<file path="src/rtl/prog_ctr_pkg.sv">
// rtl/prog_ctr_pkg.sv - shared types, entry table and entry lookup for prog_ctr_seq
package prog_ctr_pkg;

    typedef enum logic [1:0] {
        ST_IDLE   = 2'd0,
        ST_ARMED  = 2'd1,
        ST_RUN    = 2'd2,
        ST_HALTED = 2'd3
    } state_e;

    typedef enum logic [1:0] {
        BR_EQ = 2'd0,
        BR_NE = 2'd1,
        BR_LT = 2'd2,
        BR_GE = 2'd3
    } brcond_e;

    localparam int unsigned NUM_ENTRIES = 4;
    localparam int unsigned PROG_ENTRY [NUM_ENTRIES] = '{4, 64, 128, 192};

    // Out-of-range selections fall back to entry 0
    function automatic int unsigned entry_addr(input int unsigned sel, input int unsigned num_progs);
        if (sel < num_progs && sel < NUM_ENTRIES) begin
            return PROG_ENTRY[sel[1:0]];
        end
        return PROG_ENTRY[0];
    endfunction

endpackage

</file>
<file path="src/rtl/prog_ctr_seq_if.sv">
// rtl/prog_ctr_seq_if.sv - decoder/ALU control strobes in, fetch address and status out
interface prog_ctr_seq_if #(
    parameter int PC_W  = 10,
    parameter int SEL_W = 2
);
    logic             start;
    logic [SEL_W-1:0] prog_sel;
    logic             jump;
    logic             branch;
    logic [1:0]       br_cond;
    logic             is_equal;
    logic             is_less;
    logic             call;
    logic             ret;
    logic             halt;
    logic [PC_W-1:0]  target;
    logic [PC_W-1:0]  prog_ctr;
    logic             running;
    logic             done;
    logic             stack_err;

    modport master (
        output start, prog_sel, jump, branch, br_cond, is_equal, is_less,
               call, ret, halt, target,
        input  prog_ctr, running, done, stack_err
    );

    modport slave (
        input  start, prog_sel, jump, branch, br_cond, is_equal, is_less,
               call, ret, halt, target,
        output prog_ctr, running, done, stack_err
    );
endinterface

</file>
<file path="src/rtl/prog_ctr_seq_ret_stack.sv">
// rtl/prog_ctr_seq_ret_stack.sv - return-address LIFO; overflowing push and underflowing pop are dropped
module ret_stack #(
    parameter int W     = 10,
    parameter int DEPTH = 4
) (
    input  logic         clk_i,
    input  logic         rst_ni,
    input  logic         push_i,
    input  logic         pop_i,
    input  logic         clear_i,
    input  logic [W-1:0] data_i,
    output logic [W-1:0] top_o,
    output logic         full_o,
    output logic         empty_o
);
    localparam int CNT_W = $clog2(DEPTH + 1);
    localparam int IDX_W = (DEPTH > 1) ? $clog2(DEPTH) : 1;

    logic [W-1:0]     mem_q [DEPTH];
    logic [CNT_W-1:0] cnt_q, cnt_d;
    logic [CNT_W-1:0] top_idx;
    logic             do_push, do_pop;

    assign full_o  = (cnt_q == CNT_W'(DEPTH));
    assign empty_o = (cnt_q == '0);
    assign do_push = push_i && !full_o && !clear_i;
    assign do_pop  = pop_i && !empty_o && !clear_i;
    assign top_idx = cnt_q - CNT_W'(1);
    assign top_o   = empty_o ? '0 : mem_q[top_idx[IDX_W-1:0]];

    always_comb begin
        cnt_d = cnt_q;
        if (clear_i)      cnt_d = '0;
        else if (do_pop)  cnt_d = cnt_q - CNT_W'(1);
        else if (do_push) cnt_d = cnt_q + CNT_W'(1);
    end

    always_ff @(posedge clk_i or negedge rst_ni) begin
        if (!rst_ni) cnt_q <= '0;
        else         cnt_q <= cnt_d;
    end

    // Entries need no reset: the count alone decides what is valid
    always_ff @(posedge clk_i) begin
        if (do_push && !do_pop) mem_q[cnt_q[IDX_W-1:0]] <= data_i;
    end
endmodule

</file>
<file path="src/rtl/prog_ctr_seq.sv">
// rtl/prog_ctr_seq.sv - fetch-stage program counter with launch sequencing, branches and call/return stack
module prog_ctr_seq
    import prog_ctr_pkg::*;
#(
    parameter int PC_W        = 10,
    parameter int NUM_PROGS   = 4,
    parameter int STACK_DEPTH = 4,
    parameter int SEL_W       = (NUM_PROGS > 1) ? $clog2(NUM_PROGS) : 1
) (
    input  logic          clk_i,
    input  logic          rst_ni,
    prog_ctr_seq_if.slave bus
);
    state_e            state_q, state_d;
    logic [PC_W-1:0]   pc_q, pc_d, pc_inc;
    logic [SEL_W-1:0]  sel_q, sel_d;
    logic              err_q, err_d;
    logic              running_q, done_q;
    logic              push, pop, clr;
    logic              taken;
    logic [PC_W-1:0]   stk_top;
    logic              stk_full, stk_empty;

    ret_stack #(.W(PC_W), .DEPTH(STACK_DEPTH)) u_stack (
        .clk_i   (clk_i),
        .rst_ni  (rst_ni),
        .push_i  (push),
        .pop_i   (pop),
        .clear_i (clr),
        .data_i  (pc_inc),
        .top_o   (stk_top),
        .full_o  (stk_full),
        .empty_o (stk_empty)
    );

    assign pc_inc = pc_q + PC_W'(1);

    always_comb begin
        taken = 1'b0;
        case (brcond_e'(bus.br_cond))
            BR_EQ: taken = bus.is_equal;
            BR_NE: taken = !bus.is_equal;
            BR_LT: taken = bus.is_less;
            BR_GE: taken = !bus.is_less;
            default: taken = 1'b0;
        endcase
    end

    always_comb begin
        state_d = state_q;
        pc_d    = pc_q;
        sel_d   = sel_q;
        err_d   = err_q;
        push    = 1'b0;
        pop     = 1'b0;
        clr     = 1'b0;
        case (state_q)
            ST_IDLE, ST_HALTED: begin
                if (bus.start) begin
                    state_d = ST_ARMED;
                    sel_d   = bus.prog_sel;
                end
            end
            ST_ARMED: begin
                if (bus.start) begin
                    sel_d = bus.prog_sel;
                end else begin
                    pc_d    = PC_W'(entry_addr(32'(sel_q), NUM_PROGS));
                    clr     = 1'b1;
                    err_d   = 1'b0;
                    state_d = ST_RUN;
                end
            end
            ST_RUN: begin
                // Strobes are mutually prioritised; only one acts per cycle
                if (bus.start) begin
                    state_d = ST_ARMED;
                    sel_d   = bus.prog_sel;
                end else if (bus.halt) begin
                    state_d = ST_HALTED;
                end else if (bus.ret) begin
                    if (!stk_empty) begin
                        pc_d = stk_top;
                        pop  = 1'b1;
                    end else begin
                        pc_d  = pc_inc;
                        err_d = 1'b1;
                    end
                end else if (bus.call) begin
                    if (!stk_full) begin
                        pc_d = bus.target;
                        push = 1'b1;
                    end else begin
                        pc_d  = pc_inc;
                        err_d = 1'b1;
                    end
                end else if (bus.jump) begin
                    pc_d = bus.target;
                end else if (bus.branch && taken) begin
                    pc_d = pc_q + bus.target;
                end else begin
                    pc_d = pc_inc;
                end
            end
            default: state_d = ST_IDLE;
        endcase
    end

    always_ff @(posedge clk_i or negedge rst_ni) begin
        if (!rst_ni) begin
            state_q   <= ST_IDLE;
            pc_q      <= '0;
            sel_q     <= '0;
            err_q     <= 1'b0;
            running_q <= 1'b0;
            done_q    <= 1'b0;
        end else begin
            state_q   <= state_d;
            pc_q      <= pc_d;
            sel_q     <= sel_d;
            err_q     <= err_d;
            running_q <= (state_d == ST_RUN);
            done_q    <= (state_d == ST_HALTED);
        end
    end

    assign bus.prog_ctr  = pc_q;
    assign bus.running   = running_q;
    assign bus.done      = done_q;
    assign bus.stack_err = err_q;
endmodule

</file>
<file path="src/flat_wrapper.sv">
// flat-port wrapper written by rule: the top's interface ports become plain ports
module prog_ctr_seq_flat import prog_ctr_pkg::*;
#(
    parameter int PC_W        = 10,
    parameter int NUM_PROGS   = 4,
    parameter int STACK_DEPTH = 4,
    parameter int SEL_W       = (NUM_PROGS > 1) ? $clog2(NUM_PROGS) : 1
)
  (clk_i, rst_ni, bus_start, bus_prog_sel, bus_jump, bus_branch, bus_br_cond, bus_is_equal, bus_is_less, bus_call, bus_ret, bus_halt, bus_target, bus_prog_ctr, bus_running, bus_done, bus_stack_err);
  prog_ctr_seq_if #(.PC_W(PC_W), .SEL_W(SEL_W)) bus_i ();
  input  logic clk_i;
  input  logic rst_ni;
  input wire logic [$bits(bus_i.start)-1:0] bus_start;
  input wire logic [$bits(bus_i.prog_sel)-1:0] bus_prog_sel;
  input wire logic [$bits(bus_i.jump)-1:0] bus_jump;
  input wire logic [$bits(bus_i.branch)-1:0] bus_branch;
  input wire logic [$bits(bus_i.br_cond)-1:0] bus_br_cond;
  input wire logic [$bits(bus_i.is_equal)-1:0] bus_is_equal;
  input wire logic [$bits(bus_i.is_less)-1:0] bus_is_less;
  input wire logic [$bits(bus_i.call)-1:0] bus_call;
  input wire logic [$bits(bus_i.ret)-1:0] bus_ret;
  input wire logic [$bits(bus_i.halt)-1:0] bus_halt;
  input wire logic [$bits(bus_i.target)-1:0] bus_target;
  output wire logic [$bits(bus_i.prog_ctr)-1:0] bus_prog_ctr;
  output wire logic [$bits(bus_i.running)-1:0] bus_running;
  output wire logic [$bits(bus_i.done)-1:0] bus_done;
  output wire logic [$bits(bus_i.stack_err)-1:0] bus_stack_err;
  assign bus_i.start = bus_start;
  assign bus_i.prog_sel = bus_prog_sel;
  assign bus_i.jump = bus_jump;
  assign bus_i.branch = bus_branch;
  assign bus_i.br_cond = bus_br_cond;
  assign bus_i.is_equal = bus_is_equal;
  assign bus_i.is_less = bus_is_less;
  assign bus_i.call = bus_call;
  assign bus_i.ret = bus_ret;
  assign bus_i.halt = bus_halt;
  assign bus_i.target = bus_target;
  assign bus_prog_ctr = bus_i.prog_ctr;
  assign bus_running = bus_i.running;
  assign bus_done = bus_i.done;
  assign bus_stack_err = bus_i.stack_err;
  prog_ctr_seq #(.PC_W(PC_W), .NUM_PROGS(NUM_PROGS), .STACK_DEPTH(STACK_DEPTH), .SEL_W(SEL_W)) u_core (.clk_i(clk_i), .rst_ni(rst_ni), .bus(bus_i));
endmodule
</file>
<file path="config.mk">
export PLATFORM = sky130hd
export DESIGN_NAME = prog_ctr_seq_flat
export DESIGN_NICKNAME = d
export VERILOG_FILES = /design/src/rtl/prog_ctr_pkg.sv /design/src/rtl/prog_ctr_seq_if.sv /design/src/rtl/prog_ctr_seq_ret_stack.sv /design/src/rtl/prog_ctr_seq.sv /design/src/flat_wrapper.sv
export SDC_FILE = /design/constraint.sdc
export NUM_CORES = 1
export LEC_CHECK = 0
export ABC_CLOCK_PERIOD_IN_PS = 6050
export BUFFER_PORTS_ARGS = -buffer_cell sky130_fd_sc_hd__clkbuf_2
export CAP_MARGIN = 30
export CORE_ASPECT_RATIO = 0.7
export CORE_MARGIN = 2
export CORE_UTILIZATION = 60
export CTS_CLUSTER_DIAMETER = 40
export DETAILED_ROUTE_END_ITERATION = 12
export GPL_TIMING_DRIVEN = 0
export HOLD_SLACK_MARGIN = 0.05
export PLACE_DENSITY_LB_ADDON = 0.12
export SLEW_MARGIN = 5
export SYNTH_ARGS = -nofsm -noshare
export SYNTH_HDL_FRONTEND = slang
export SYNTH_HIERARCHICAL = 1
export SYNTH_SLANG_ARGS = --single-unit
</file>
<file path="constraint.sdc">
create_clock -name clk_i -period 6.05 [get_ports clk_i]
set_clock_uncertainty 0.15 [all_clocks]
set_input_delay 1.21 -clock clk_i [delete_from_list [all_inputs] [get_ports clk_i]]
set_output_delay 1.21 -clock clk_i [all_outputs]
set_load 0.05 [all_outputs]
</file>
After elaboration in Yosys (flattened, before gate mapping)

Memories as Yosys holds them, arrays and structs flattened.
Cells that the tools add are included.

Order comparisons: 1
Reductions and logical operators: 21
$add $sub $neg: 4
Multiplexer cells: 50
Bitwise gates (word level): 1
Equal/unequal tests: 16

Operators by type and width:

| kind                  | count |
|---|---|
| $mux 10               | 12 |
| $bmux 32 s2           | 1 |
| $mux 1                | 24 |
| $pmux 10 s2           | 1 |
| $eq 2x2->1 const B    | 6 |
| $mux 2                | 6 |
| $add 10x1->10 const B | 1 |
| $add 10x10->10        | 1 |
| $mux 3                | 3 |
| $reduce_and 7->1      | 1 |
| $logic_and 1x1->1     | 6 |
| $logic_not 1->1       | 6 |
| $ne 2x2->1 const B    | 3 |
| $ne 3x2->1 const B    | 2 |
| $pmux 2 s3            | 1 |
| $eq 2x1->1 const B    | 2 |
| $logic_not 2->1       | 2 |
| $pmux 1 s4            | 1 |
| $reduce_and 4->1      | 1 |
| $reduce_or 4->1       | 1 |
| $add 3x1->3 const B   | 1 |
| $eq 3x3->1 const B    | 1 |
| $ge 3x3->1 const B    | 1 |
| $logic_not 3->1       | 1 |
| 8 further kinds       | 8 |

RAM bits: 40
Memories: 1
Output and inout bits: 13
Register bits after elaboration: 20
Input port bits: 24
Word-level logic and storage cells: 101

Memory list:

| memory               | depth | width | read ports | clocked after Yosys merged registers in | wr ports | RTL line                     | source |
|---|---|---|---|---|---|---|---|
| u_core.u_stack.mem_q | 4     | 10    | 1          | 0                                       | 1        | prog_ctr_seq_ret_stack.sv:19 | `logic [W-1:0] mem_q [DEPTH];` |

Logic depth before layout (Yosys ltp)

Gate-level depths: netlist (run 1).

Depth in word-level cells: 12
Mapped depth: 12
Gate-level depth less buffers: 10

Hierarchy

Netlist (run 1), hierarchy kept.

By module, submodules not included:

| module       | cells an instance | area each (sq um) | seq. area each (sq um) | instances |
|---|---|---|---|---|
| ret_stack    | 102               | 1908.1            | 1276.2                 | 1 |
| prog_ctr_seq | 251               | 1874.3            | 425.4                  | 1 |

Worst setup path after synthesis (run 1)

OpenSTA, ideal clock, no wires.

Kind: reg2reg
Start: reg u_core.u_stack.cnt_q[0]
End: mem u_core.u_stack.mem_q[0][0] (enable)
Period minus slack after synthesis: 3263 ps
Setup slack: 2787 ps
Arrival: 2770 ps
Required time: 5557 ps
Library setup time: 343 ps
Cell stages (with the launch flop): 12
Buffers on the path: 3
Cells stage by stage: dfrtp_1 > buf_6 > inv_1 > ha_1 > nor2b_2 > buf_4 > clkbuf_1 > nand2b_1 > nor2_1 > nor2b_1 > nor3_1 > and2_1

Cells in the longest elaborated chain, start to end: 12
Elaborated cells on any way between the ends: 23
Classes of those cells: eq/ne: 1; mux: 13; reduce/logical: 9

Ends and longest elaborated chain:

| element                        | RTL line                     | source |
|---|---|---|
| start, declared                | prog_ctr_seq_ret_stack.sv:20 | `logic [CNT_W-1:0] cnt_q, cnt_d;` |
| start signal, assigned         | prog_ctr_seq_ret_stack.sv:40 | `else cnt_q <= cnt_d;` |
| $logic_not 3->1                | prog_ctr_seq_ret_stack.sv:25 | `assign empty_o = (cnt_q == '0);` |
| via u_core.stk_empty           | prog_ctr_seq.sv:22           | `logic stk_full, stk_empty;` |
| $mux 1                         | prog_ctr_seq.sv:82           | `if (!stk_empty) begin` |
| $mux 1                         | prog_ctr_seq.sv:81           | `end else if (bus.ret) begin` |
| $mux 1                         | prog_ctr_seq.sv:79           | `end else if (bus.halt) begin` |
| $mux 1                         | prog_ctr_seq.sv:76           | `if (bus.start) begin` |
| $mux 1                         | prog_ctr_seq.sv:57           | `case (state_q)` |
| via u_core.pop                 | prog_ctr_seq.sv:19           | `logic push, pop, clr;` |
| $logic_and 1x1->1 (2 in a row) | prog_ctr_seq_ret_stack.sv:27 | `assign do_pop = pop_i && !empty_o && !clear_i;` |
| $logic_not 1->1                | prog_ctr_seq_ret_stack.sv:45 | `if (do_push && !do_pop) mem_q[cnt_q[IDX_W-1:0]] <= data_i;` |
| $logic_and 1x1->1              | prog_ctr_seq_ret_stack.sv:45 |  |
| $mux 1                         | prog_ctr_seq_ret_stack.sv:45 |  |
| $mux 1 (implied by the code)   | prog_ctr_seq_ret_stack.sv:45 |  |
| end, declared                  | prog_ctr_seq_ret_stack.sv:19 |  |

The timed path passes the listed nets, and every way through them passes these cells.

Final worst setup path (run 1)

Start: reg u_core.u_stack.cnt_q[0]
End: mem u_core.u_stack.mem_q[1][6] (enable)

Same word-level chain as after synthesis.

==> results of run 1 <==
[layout by cell type (no fill, tap or decap), types with 9 or more instances in the layout]
| cell | netlist | final |
|---|---|---|
| edfxtp_1 | 40 | 40 |
| clkbuf_2 | 0 | 35 |
| a21oi_1 | 31 | 31 |
| nand2_1 | 28 | 28 |
| nor2_1 | 27 | 27 |
| o21ai_0 | 21 | 21 |
| dfrtp_1 | 20 | 20 |
| ha_1 | 19 | 19 |
| inv_1 | 18 | 18 |
| nor2b_1 | 10 | 10 |
| clkbuf_8 | 0 | 9 |
| a211oi_1 | 9 | 9 |
[state kept, by name (all words and copies together) (netlist names)]
name / flops
u_core/bus.done: 1
u_core/bus.prog_ctr: 10
u_core/bus.running: 1
u_core/bus.stack_err: 1
u_core/sel_q: 2
u_core/state_q: 2
u_core/u_stack/cnt_q: 3
u_core/u_stack/mem_q: 40
[stage by stage]
| step | area, µm² | hold slack (ns) | utilization (%) | setup slack (ns) |
|---|---|---|---|---|
| 3_3_place_gp | 4060 | 0.356 | 65.9 | 1.96 |
| 2_1_floorplan | 3780 | 0.346 | - | 2.79 |
| 3_5_place_dp | 4060 | 0.362 | 65.9 | 1.97 |
| 5_1_grt | 4270 | 0.408 | 69.4 | 1.69 |
| 4_1_cts | 4270 | 0.379 | 69.4 | 2.01 |
| 6_report | 4270 | 0.387 | 69.4 | 1.96 |
[power breakdown]
group          total [mW]  internal, mW  leakage, nW  switching, mW
clock               0.391         0.230        0.101          0.161
combinational       0.636         0.222        0.949          0.413
sequential          0.569         0.508        0.624         0.0614
[worst max-delay path by stage]
stage                            endpoint  cells after the start
2_1_floorplan  u_core/u_stack/mem_q[0][0]                     11
3_3_place_gp   u_core/u_stack/mem_q[1][1]                      7
3_5_place_dp   u_core/u_stack/mem_q[1][1]                      7
4_1_cts        u_core/u_stack/mem_q[1][6]                     11
5_1_grt        u_core/u_stack/mem_q[1][6]                     11
6_report       u_core/u_stack/mem_q[1][6]                     11
[per-layer routing]
layer / vias up / global-route usage [%]
li1: 1408 / -
met1: 1457 / 38.3
met2: 139 / 40.8
met3: 11 / 5.81
met4: 0 / 7.15
met5: - / 0
[cell usage after synthesis (5+ instances only)]
| cell type | instances | area [µm²] |
|---|---|---|
| edfxtp_1 | 40 | 1200 |
| a21oi_1 | 31 | 155 |
| nand2_1 | 28 | 105 |
| nor2_1 | 27 | 101 |
| o21ai_0 | 21 | 105 |
| dfrtp_1 | 20 | 500 |
| ha_1 | 19 | 238 |
| inv_1 | 18 | 67.6 |
| nor2b_1 | 10 | 62.6 |
| a211oi_1 | 9 | 67.6 |
| clkbuf_1 | 8 | 30.0 |
| mux4_2 | 8 | 180 |
| nor2b_4 | 8 | 110 |
| xnor2_1 | 8 | 70.1 |
| nor3_1 | 7 | 35.0 |
| mux2i_1 | 6 | 60.1 |
| xor2_1 | 6 | 52.6 |
| and2_1 | 5 | 31.3 |
[logic make-up after synthesis]
logic type,Yosys count
DFF,60
xor gates and xnor gates,14
muxes,20
and+or+nand+nor,120
adders and majority gates,20
buffers and inverters,30
AOI/OAI and AO/OA,89
[worst register-to-register path: cells and delay by family, from the launching register on]
kind | cells | cell delay (ns)
DFF | 1 | 0.45
buffers and inverters | 4 | 1.08
and+or+nand+nor | 6 | 1.74
adders and majority gates | 1 | 0.29
[area by class of cell]
cell class              count  area [µm²]
fillers                   437        1890
well taps                  78        97.6
multi-input cells         263        1950
clock buffers               9         124
plain buffers              12        61.3
repair buffers             35         175
clock inverters             7        91.3
inverters                  18        67.6
flip-flops and latches     60        1700
==> results_tabular.tex, run 1 <==
\begin{tabular}{lr}
\hline
Metric & Value \\
\hline
\multicolumn{2}{l}{\textbf{Setup path}} \\
Worst Path Max Fanout & 10 \\
Cell with the largest stage delay on the worst path & and2\_1 \\
CP startpoint kind & flip-flop \\
Critical-path cell list & buf\_6 > inv\_1 > ha\_1 > nor2b\_2 > buf\_4 > clkbuf\_1 > nand2b\_1 > nor2\_1 > nor2b\_1 > nor3\_1 > and2\_1 \\
Capturing element type of the critical path & flip-flop \\
Reg2reg path depth & 11 \\
Critical path arrival & 3.91 ns \\
Delay-heaviest family, CP & simple AND/OR/NAND/NOR gates \\
Worst setup slack for register-to-register paths & 1.96 ns \\
Crit Reg-Reg Endpoint & u\_core/u\_stack/mem\_q[1][6] \\
Classification of the worst setup path & flip-flop to flip-flop \\
Data required time of the critical path & 5.87 ns \\
Sum of buffers and inverters on the critical path & 4 \\
Origin of the worst setup path & u\_core/u\_stack/cnt\_q[0] \\
R2r startpoint & u\_core/u\_stack/cnt\_q[0] \\
Stage delay of the slowest cell on the critical path & between 0.5 and 0.6 ns \\
\multicolumn{2}{l}{\textbf{Place}} \\
Number of placed instances with taps included & 466 \\
Detailed placement HPWL & 6.53 mm \\
Placer's final routability congestion estimate & 0.896 \\
IO Port Bufs & 35 \\
\multicolumn{2}{l}{\textbf{Power and ir drop}} \\
Areal power density over the cells & about 370 nW/µm² \\
Worst vdd rail ir drop & around 0.00021 V \\
Leakage component of the power & 1.67 nW \\
Post-layout power & 1.60 mW \\
\multicolumn{2}{l}{\textbf{Synth}} \\
Post-Syn Instances & 353 \\
Synth Flop Type & edfxtp\_1 \\
Post-synthesis xor/xnor area fraction & 3.24\% \\
Async set or reset register ratio after synthesis & between 30\% and 40\% \\
Yosys warning count & 6 \\
Compound-gate portion of the synthesized area & 14.7\% \\
Number of enable-type register cells in the synthesized netlist & 40 \\
Dominant combinational cell family by area after synthesis & simple AND/OR/NAND/NOR gates \\
Post-synthesis instance area & 3780 µm² \\
Adder and majority gate portion of the synthesized area & 6.81\% \\
Number of synthesized register bits & 60 \\
Proportion of synthesized area in mux cells & 8.93\% \\
Post-Syn Area per Cell & 10.7 µm² \\
Distinct cell type count of the synthesized netlist & 54 \\
Simple-gate share of the synthesized area & 17.9\% \\
Post-synthesis sequential area ratio & 45.0\% \\
Syn Nets & 397 \\
\multicolumn{2}{l}{\textbf{Global route}} \\
Number of antenna violations at the first check in global routing & 0 \\
Maximum number of pins on one net before global-route repair & 21 \\
Aggregate global-route resource usage & 26.5\% \\
Global-route wire length before repair & 13.9 mm \\
Vias in the first global route & approximately 2700 \\
GR Overflow Total & 0 \\
\multicolumn{2}{l}{\textbf{Clocking}} \\
\# clock sinks & 60 \\
Buffers from clock root to sink, at most & 2 \\
CTS tree & done \\
Quantity of gates resized following cts & 0 \\
H-tree levels & 3 \\
Later-pin clock latency in the skew report & 0.34 ns \\
Cts hold-fix bufs & 0 \\
Number of buffers added by the clock tree synthesis step & 9 \\
Root buffer cell & clkbuf\_8 \\
Post-CTS Setup Inserts & 0 \\
Clock-pin slew on the worst setup and hold paths & around 0.07 ns \\
\multicolumn{2}{l}{\textbf{Floorplan}} \\
Core area & 6160 µm² \\
Number of placement rows & 24 \\
I/O pin total & 37 \\
Chip height & 70.4 µm \\
Initial core utilization & between 60\% and 70\% \\
Die Footprint & about 7000 µm² \\
X dimension of the die & 98.9 µm \\
\multicolumn{2}{l}{\textbf{Routing}} \\
Via total after detailed routing & 3015 \\
Total Routed Length & about 9 mm \\
Post-route ant nets & 0 \\
Vias per cell & roughly 6.3 \\
Metal1 wirelength & 4.06 mm \\
Number of detailed-routing iterations run before antenna repair & 6 \\
Initial DRC count & $\sim$280 \\
Wirelength per Cell & about 19 µm \\
DRC & 0 \\
Top Metal Used & met4 \\
Met3 wire len & $\sim$670 µm \\
Met2 Routed Length & between 4 and 5 mm \\
\multicolumn{2}{l}{\textbf{Hold path}} \\
Kind of path behind the tightest hold check & flip-flop to flip-flop \\
Worst Hold End & u\_core/bus.stack\_err \\
Startpoint of the most critical hold path & u\_core/bus.stack\_err \\
Instance count along the most critical hold path & 2 \\
\multicolumn{2}{l}{\textbf{Cells and area}} \\
Fraction of layout instances using a drive strength above 1 & about 20\% \\
Area added between synthesis and finish & 12.9\% \\
N\_diodes & 0 \\
Number of nets in the final layout & 443 \\
Non-filler instance count after layout & 482 \\
\multicolumn{2}{l}{\textbf{STA}} \\
Period minus WS final & 4.09 ns \\
Final setup violation count & 0 \\
Setup Total Neg Slack & 0 ns \\
Worst relative slew slack & 48.3\% \\
Final-report max-slew violation count & 0 \\
Hold violation total from the final report & 0 \\
Fmax & 244 MHz \\
RSZ-0062 raised after global routing & false \\
Pin slew with the least headroom to its limit & roughly 0.77 ns \\
Final period utilization & 67.7\% \\
\multicolumn{2}{l}{\textbf{Status}} \\
Result of the run & completed \\
\multicolumn{2}{l}{\textbf{Run}} \\
Max-Cap Viols & 0 \\
\hline
\end{tabular}
Note: power is estimated with default switching activity, not from simulation.
==> run 2, diff against run 1 <==
--- a/config.mk
+++ b/config.mk
@@ -5,12 +5,12 @@
 export SDC_FILE = /design/constraint.sdc
 export NUM_CORES = 1
 export LEC_CHECK = 0
-export ABC_CLOCK_PERIOD_IN_PS = 6050
+export ABC_CLOCK_PERIOD_IN_PS = 3400
 export BUFFER_PORTS_ARGS = -buffer_cell sky130_fd_sc_hd__clkbuf_2
 export CAP_MARGIN = 30
 export CORE_ASPECT_RATIO = 0.7
 export CORE_MARGIN = 2
-export CORE_UTILIZATION = 60
+export CORE_UTILIZATION = 54
 export CTS_CLUSTER_DIAMETER = 40
 export DETAILED_ROUTE_END_ITERATION = 12
 export GPL_TIMING_DRIVEN = 0
==> constraint.sdc (replaced) <==
create_clock -name clk_i -period 3.4 [get_ports clk_i]
set_clock_uncertainty 0.15 [all_clocks]
set_input_delay 0.68 -clock clk_i [delete_from_list [all_inputs] [get_ports clk_i]]
set_output_delay 0.68 -clock clk_i [all_outputs]
set_load 0.05 [all_outputs]
==> results_tabular.tex, run 2 (synthesized netlist as in run 1, its figures left out) <==
\begin{tabular}{lr}
\hline
Metric & Value \\
\hline
\multicolumn{2}{l}{\textbf{Power and ir drop}} \\
Worst vdd rail ir drop & 0.000293 V \\
Areal power density over the cells & 637 nW/µm² \\
Internal & 1.63 mW \\
Switching power of the nets & $\sim$1.1 mW \\
Clock share of power & a little over a fifth \\
Logic gate share of total power & about 41\% \\
Sw Share & 40.5\% \\
Leakage component of the power & 1.68 nW \\
Part of the power in registers & 37.1\% \\
Post-layout power & approximately 2.7 mW \\
\multicolumn{2}{l}{\textbf{Routing}} \\
Post-route ant nets & 0 \\
Initial DRC count & 229 \\
DRC & 0 \\
Number of detailed-routing iterations run before antenna repair & 5 \\
Wirelength per Cell & 18.0 µm \\
Via total after detailed routing & 2954 \\
Total Routed Length & 8.94 mm \\
Vias per cell & 5.94 \\
\multicolumn{2}{l}{\textbf{Floorplan}} \\
X dimension of the die & 104 µm \\
Initial core utilization & between 50\% and 60\% \\
Chip height & 74.0 µm \\
Die Footprint & just under 8000 µm² \\
I/O pin total & 37 \\
Core area & 6760 µm² \\
Number of placement rows & 25 \\
\multicolumn{2}{l}{\textbf{Global route}} \\
Aggregate global-route resource usage & 24.4\% \\
Global-route wire length before repair & 14.3 mm \\
Number of antenna violations at the first check in global routing & 0 \\
Vias in the first global route & about 2900 \\
Maximum number of pins on one net before global-route repair & 21 \\
GR Overflow Total & 0 \\
\multicolumn{2}{l}{\textbf{STA}} \\
Final period utilization & about 95\% \\
Hold violation total from the final report & 0 \\
Worst relative slew slack & 42.4\% \\
Final-report max-slew violation count & 0 \\
Fmax & 309 MHz \\
Period minus WS final & 3.24 ns \\
Pin slew with the least headroom to its limit & between 0.8 and 0.9 ns \\
Final setup violation count & 0 \\
Post-route worst setup slack & 0.159 ns \\
\multicolumn{2}{l}{\textbf{Cells and area}} \\
Commonest non-fill, non-tap cell in the layout & edfxtp\_1 \\
Area added between synthesis and finish & 13.8\% \\
N\_diodes & 0 \\
Area of all sequential standard cells & 1700 µm² \\
Number of nets in the final layout & 443 \\
Area taken by multi-input logic gates & 1990 µm² \\
Fraction of layout instances using a drive strength above 1 & 21.6\% \\
Final cell utilization of the core & 63.7\% \\
Largest register FFs & 40 \\
Most used cells in the layout excluding fill and tap cells & 40 x edfxtp\_1, 35 x clkbuf\_2, 31 x a21oi\_1, 28 x nand2\_1, 27 x nor2\_1 \\
Count of fill cells added during filler insertion & approximately 560 \\
Final instance area & between 4000 and 5000 µm² \\
\multicolumn{2}{l}{\textbf{Setup path}} \\
Capturing element type of the critical path & flip-flop \\
Worst Path Max Fanout & 10 \\
Critical path arrival & 3.11 ns \\
Classification of the worst setup path & flip-flop to flip-flop \\
CP startpoint kind & flip-flop \\
Data required time of the critical path & roughly 3.3 ns \\
\multicolumn{2}{l}{\textbf{Clocking}} \\
H-tree levels & 3 \\
CTS tree & done \\
Later-pin clock latency in the skew report & 0.33 ns \\
Root buffer cell & clkbuf\_8 \\
Buffers from clock root to sink, at most & 2 \\
Number of buffers added by the clock tree synthesis step & 9 \\
Cts hold-fix bufs & 0 \\
\# clock sinks & 60 \\
Clock-pin slew on the worst setup and hold paths & about 0.070 ns \\
\multicolumn{2}{l}{\textbf{Place}} \\
IO Port Bufs & 35 \\
Placer's final routability congestion estimate & between 0.8 and 0.9 \\
Detailed placement HPWL & 6.52 mm \\
Post-placement cell area & 4080 µm² \\
Pre-CTS WS & -0.585 ns \\
\multicolumn{2}{l}{\textbf{Hold path}} \\
Kind of path behind the tightest hold check & input port to asynchronous set/reset pin \\
\multicolumn{2}{l}{\textbf{Run}} \\
Max-Cap Viols & 0 \\
\multicolumn{2}{l}{\textbf{Status}} \\
Result of the run & completed \\
\hline
\end{tabular}
==> run 2: cell types whose count changed in the layout (fill, tap and decap cells not counted), moves of 2 or more <==
cell and change:
and2_1 -4, nor3_4 +2, and2_4 +4, nor3_1 -2
==> run 2: metal layers <==
| metal | wire [µm] | up-vias | track usage [%] |
|---|---|---|---|
| li1 | - | 1412 | - |
| met1 | 4130 | 1429 | 33.5 |
| met2 | 4100 | 101 | 38.9 |
| met3 | 599 | 12 | 7.01 |
| met4 | 106 | 0 | 6.76 |
| met5 | 0 | - | 0 |
==> run 2: final timing paths <==
kind                                    startpoint                          to  slack, ns  depth (start not counted)
min in group clk_i            u_core/bus.stack_err        u_core/bus.stack_err       0.38                          2
max                        u_core/u_stack/cnt_q[0]  u_core/u_stack/mem_q[1][8]       0.16                         11
max reg2reg                u_core/u_stack/cnt_q[0]  u_core/u_stack/mem_q[1][8]       0.16                         11
min                                         rst_ni     u_core/u_stack/cnt_q[2]       0.17                          1
max in group asynchronous                   rst_ni     u_core/u_stack/cnt_q[0]       2.54                          1
min reg2reg                   u_core/bus.stack_err        u_core/bus.stack_err       0.38                          2
==> run 2: power groups by stage <==
stage               Sequential [mW]  Clock [mW]  Combinational [mW]
finish                         1.02       0.597                1.13
floorplan                      1.19           0               0.660
detailed placement             1.03           0                1.10
global placement               1.03           0                1.08
global route                   1.03       0.639                1.23
CTS                            1.02       0.606                1.11
==> run 2: layout make-up <==
class | count | share of cell area, %
multi-input cells | 263 | 46.2
clock inverters | 6 | 1.31
flip-flops and latches | 60 | 39.6
repair buffers | 36 | 4.24
well taps | 94 | 2.73
clock buffers | 9 | 2.88
inverters | 18 | 1.57
plain buffers | 11 | 1.51
==> run 2: per-stage QoR <==
step	instances	hold WS (ns)	setup TNS, ns
after floorplan	353	0.234	0
after global placement	482	0.376	-21.57
after detailed placement	482	0.367	-22.76
after CTS	496	0.179	0
after global routing	497	0.196	-0.0149
final	497	0.171	0
==> run 2: worst max-delay path, cell delays in order (launching register included) <==
cell      delay, ns
dfrtp_2        0.44
buf_6          0.20
inv_1          0.11
ha_1           0.30
nand2_2        0.13
inv_1          0.07
clkbuf_1       0.23
nand2b_1       0.26
nor3_4         0.31
nand2_1        0.17
nor3_4         0.25
and2_4         0.29
==> run 2: what timing repair did <==
| item | 4_1_cts | 5_1_grt |
|---|---|---|
| resized for setup | 10 | 6 |
| setup endpoints to repair | 41 | 40 |
| setup buffers | 0 | 1 |
| pin swaps | 0 | 1 |
==> run 3, diff against run 2 <==
--- a/config.mk
+++ b/config.mk
@@ -15,6 +15,7 @@
 export DETAILED_ROUTE_END_ITERATION = 12
 export GPL_TIMING_DRIVEN = 0
 export HOLD_SLACK_MARGIN = 0.05
+export MAX_ROUTING_LAYER = met4
 export PLACE_DENSITY_LB_ADDON = 0.12
 export SLEW_MARGIN = 5
 export SYNTH_ARGS = -nofsm -noshare
==> results_tabular.tex, run 3 (synthesized netlist as in run 1, its figures left out) <==
\begin{tabular}{lr}
\hline
Metric & Value \\
\hline
\multicolumn{2}{l}{\textbf{Setup path}} \\
Data required time of the critical path & 3.28 ns \\
Classification of the worst setup path & flip-flop to flip-flop \\
Capturing element type of the critical path & flip-flop \\
Worst Path Max Fanout & 10 \\
Critical-path cell list & buf\_6 > inv\_1 > ha\_2 > nand2\_2 > inv\_1 > clkbuf\_1 > nand2b\_1 > nor3\_4 > nand2\_1 > nor3\_4 > buf\_4 > and2\_4 \\
Crit Reg-Reg Endpoint & u\_core/u\_stack/mem\_q[3][7] \\
Reg2reg path depth & 12 \\
CP startpoint kind & flip-flop \\
R2r startpoint & u\_core/u\_stack/cnt\_q[0] \\
Critical path arrival & roughly 3.2 ns \\
Delay-heaviest family, CP & simple AND/OR/NAND/NOR gates \\
Stage delay of the slowest cell on the critical path & 0.43 ns \\
Sum of buffers and inverters on the critical path & 5 \\
Cell with the largest stage delay on the worst path & dfrtp\_2 \\
Worst setup slack for register-to-register paths & $\sim$0.13 ns \\
\multicolumn{2}{l}{\textbf{STA}} \\
Final period utilization & a little over nine tenths \\
Worst relative slew slack & 43.7\% \\
Fmax & slightly above 300 MHz \\
RSZ-0062 raised after global routing & false \\
Hold violation total from the final report & 0 \\
Final setup violation count & 0 \\
Pin slew with the least headroom to its limit & between 0.8 and 0.9 ns \\
Final-report max-slew violation count & 0 \\
Setup Total Neg Slack & 0 ns \\
Period minus WS final & 3.27 ns \\
\multicolumn{2}{l}{\textbf{Routing}} \\
Initial DRC count & 267 \\
DRC & 0 \\
Number of detailed-routing iterations run before antenna repair & 5 \\
Total Routed Length & 9.28 mm \\
Via total after detailed routing & 3047 \\
Post-route ant nets & 0 \\
Vias per cell & 6.07 \\
Wirelength per Cell & 18.5 µm \\
\multicolumn{2}{l}{\textbf{Global route}} \\
Number of antenna violations at the first check in global routing & 0 \\
Vias in the first global route & 2847 \\
Global-route wire length before repair & 14.6 mm \\
Maximum number of pins on one net before global-route repair & 21 \\
Aggregate global-route resource usage & 25.7\% \\
GR Overflow Total & 0 \\
\multicolumn{2}{l}{\textbf{Clocking}} \\
Root buffer cell & clkbuf\_8 \\
Later-pin clock latency in the skew report & 0.34 ns \\
Number of buffers added by the clock tree synthesis step & 9 \\
Buffers from clock root to sink, at most & 2 \\
H-tree levels & 3 \\
Cts hold-fix bufs & 0 \\
Clock-pin slew on the worst setup and hold paths & approximately 0.07 ns \\
\# clock sinks & 60 \\
CTS tree & done \\
\multicolumn{2}{l}{\textbf{Cells and area}} \\
Area added between synthesis and finish & 16.6\% \\
Area taken by multi-input logic gates & 2020 µm² \\
Area of all sequential standard cells & 1700 µm² \\
N\_diodes & 0 \\
Commonest non-fill, non-tap cell in the layout & edfxtp\_1 \\
Largest register FFs & 40 \\
Fraction of layout instances using a drive strength above 1 & between 20\% and 30\% \\
Number of nets in the final layout & 447 \\
Final cell utilization of the core & 65.3\% \\
Count of fill cells added during filler insertion & 568 \\
Most used cells in the layout excluding fill and tap cells & 40 x edfxtp\_1, 35 x clkbuf\_2, 31 x a21oi\_1, 28 x nand2\_1, 26 x nor2\_1 \\
\multicolumn{2}{l}{\textbf{Place}} \\
Placer's final routability congestion estimate & 0.893 \\
IO Port Bufs & 35 \\
Detailed placement HPWL & between 6 and 7 mm \\
\multicolumn{2}{l}{\textbf{Floorplan}} \\
Die Footprint & between 7000 and 8000 µm² \\
Chip height & around 74 µm \\
Initial core utilization & 56.0\% \\
Core area & 6760 µm² \\
X dimension of the die & 104 µm \\
Number of placement rows & 25 \\
I/O pin total & 37 \\
\multicolumn{2}{l}{\textbf{Power and ir drop}} \\
Areal power density over the cells & 665 nW/µm² \\
Leakage component of the power & 1.74 nW \\
Worst vdd rail ir drop & roughly 0.00042 V \\
Post-layout power & 2.93 mW \\
\multicolumn{2}{l}{\textbf{Run}} \\
Max-Cap Viols & 0 \\
\multicolumn{2}{l}{\textbf{Hold path}} \\
Kind of path behind the tightest hold check & input port to asynchronous set/reset pin \\
\multicolumn{2}{l}{\textbf{Status}} \\
Result of the run & completed \\
\hline
\end{tabular}
run 3: cell types whose count changed in the layout (fill, tap and decap cells not counted), moves of 2 or more:
cell       before  now
clkinv_1        3    0
clkinv_4        0    2
and2_4          4    6
bufinv_16       1    3
run 3: worst max-delay path by stage:
stage	depth (start not counted)	endpoint	slack (ns)	from
2_1_floorplan	11	u_core/u_stack/mem_q[0][0]	0.14	u_core/u_stack/cnt_q[0]
3_3_place_gp	11	u_core/u_stack/mem_q[1][1]	-0.55	u_core/u_stack/cnt_q[0]
3_5_place_dp	11	u_core/u_stack/mem_q[2][1]	-0.60	u_core/u_stack/cnt_q[0]
4_1_cts	10	u_core/u_stack/mem_q[2][8]	0.02	u_core/u_stack/cnt_q[0]
5_1_grt	12	u_core/u_stack/mem_q[3][8]	0.02	u_core/u_stack/cnt_q[0]
6_report	12	u_core/u_stack/mem_q[3][7]	0.13	u_core/u_stack/cnt_q[0]
run 3: stage by stage:
step	hold WS, ns	cells	setup WS (ns)	area (µm²)
2_1_floorplan	0.234	353	0.137	3780
3_3_place_gp	0.378	482	-0.549	4080
3_5_place_dp	0.371	482	-0.600	4080
4_1_cts	0.159	497	0.0179	4350
5_1_grt	0.184	502	0.0202	4410
6_report	0.153	502	0.128	4410
run 3: repair_timing:
item	4_1_cts	5_1_grt
pin swaps	0	5
hold endpoints to repair	0	0
resized for setup	11	9
endpoints found under the setup margin	41	40
setup buffers	0	2
gates cloned	0	3
run 3: layout make-up:
| cell class | count | share of cell area (%) |
|---|---|---|
| Buffer | 11 | 1.48 |
| Clock buffer | 9 | 2.81 |
| Clock inverter | 7 | 2.81 |
| Inverter | 18 | 1.53 |
| Multi-Input combinational cell | 266 | 45.8 |
| Sequential cell | 60 | 38.6 |
| Tap cell | 94 | 2.67 |
| Timing Repair Buffer | 37 | 4.31 |
run 3: layer usage:
layer  track usage (%)  wire length [µm]  vias up
met3              5.78               694       19
met1              35.4              4290     1477
met2              39.3              4170      126
met4              6.76               120        0
li1                  -                 -     1425
met5                 -                 0        -
run 3: report_power, final:
group | total (mW) | internal [mW] | switching [mW] | leakage, nW
logic | 1.13 | 0.401 | 0.730 | 0.993
registers | 1.01 | 0.904 | 0.109 | 0.622
clock network | 0.789 | 0.491 | 0.297 | 0.120
total | 2.93 | 1.80 | 1.14 | 1.74
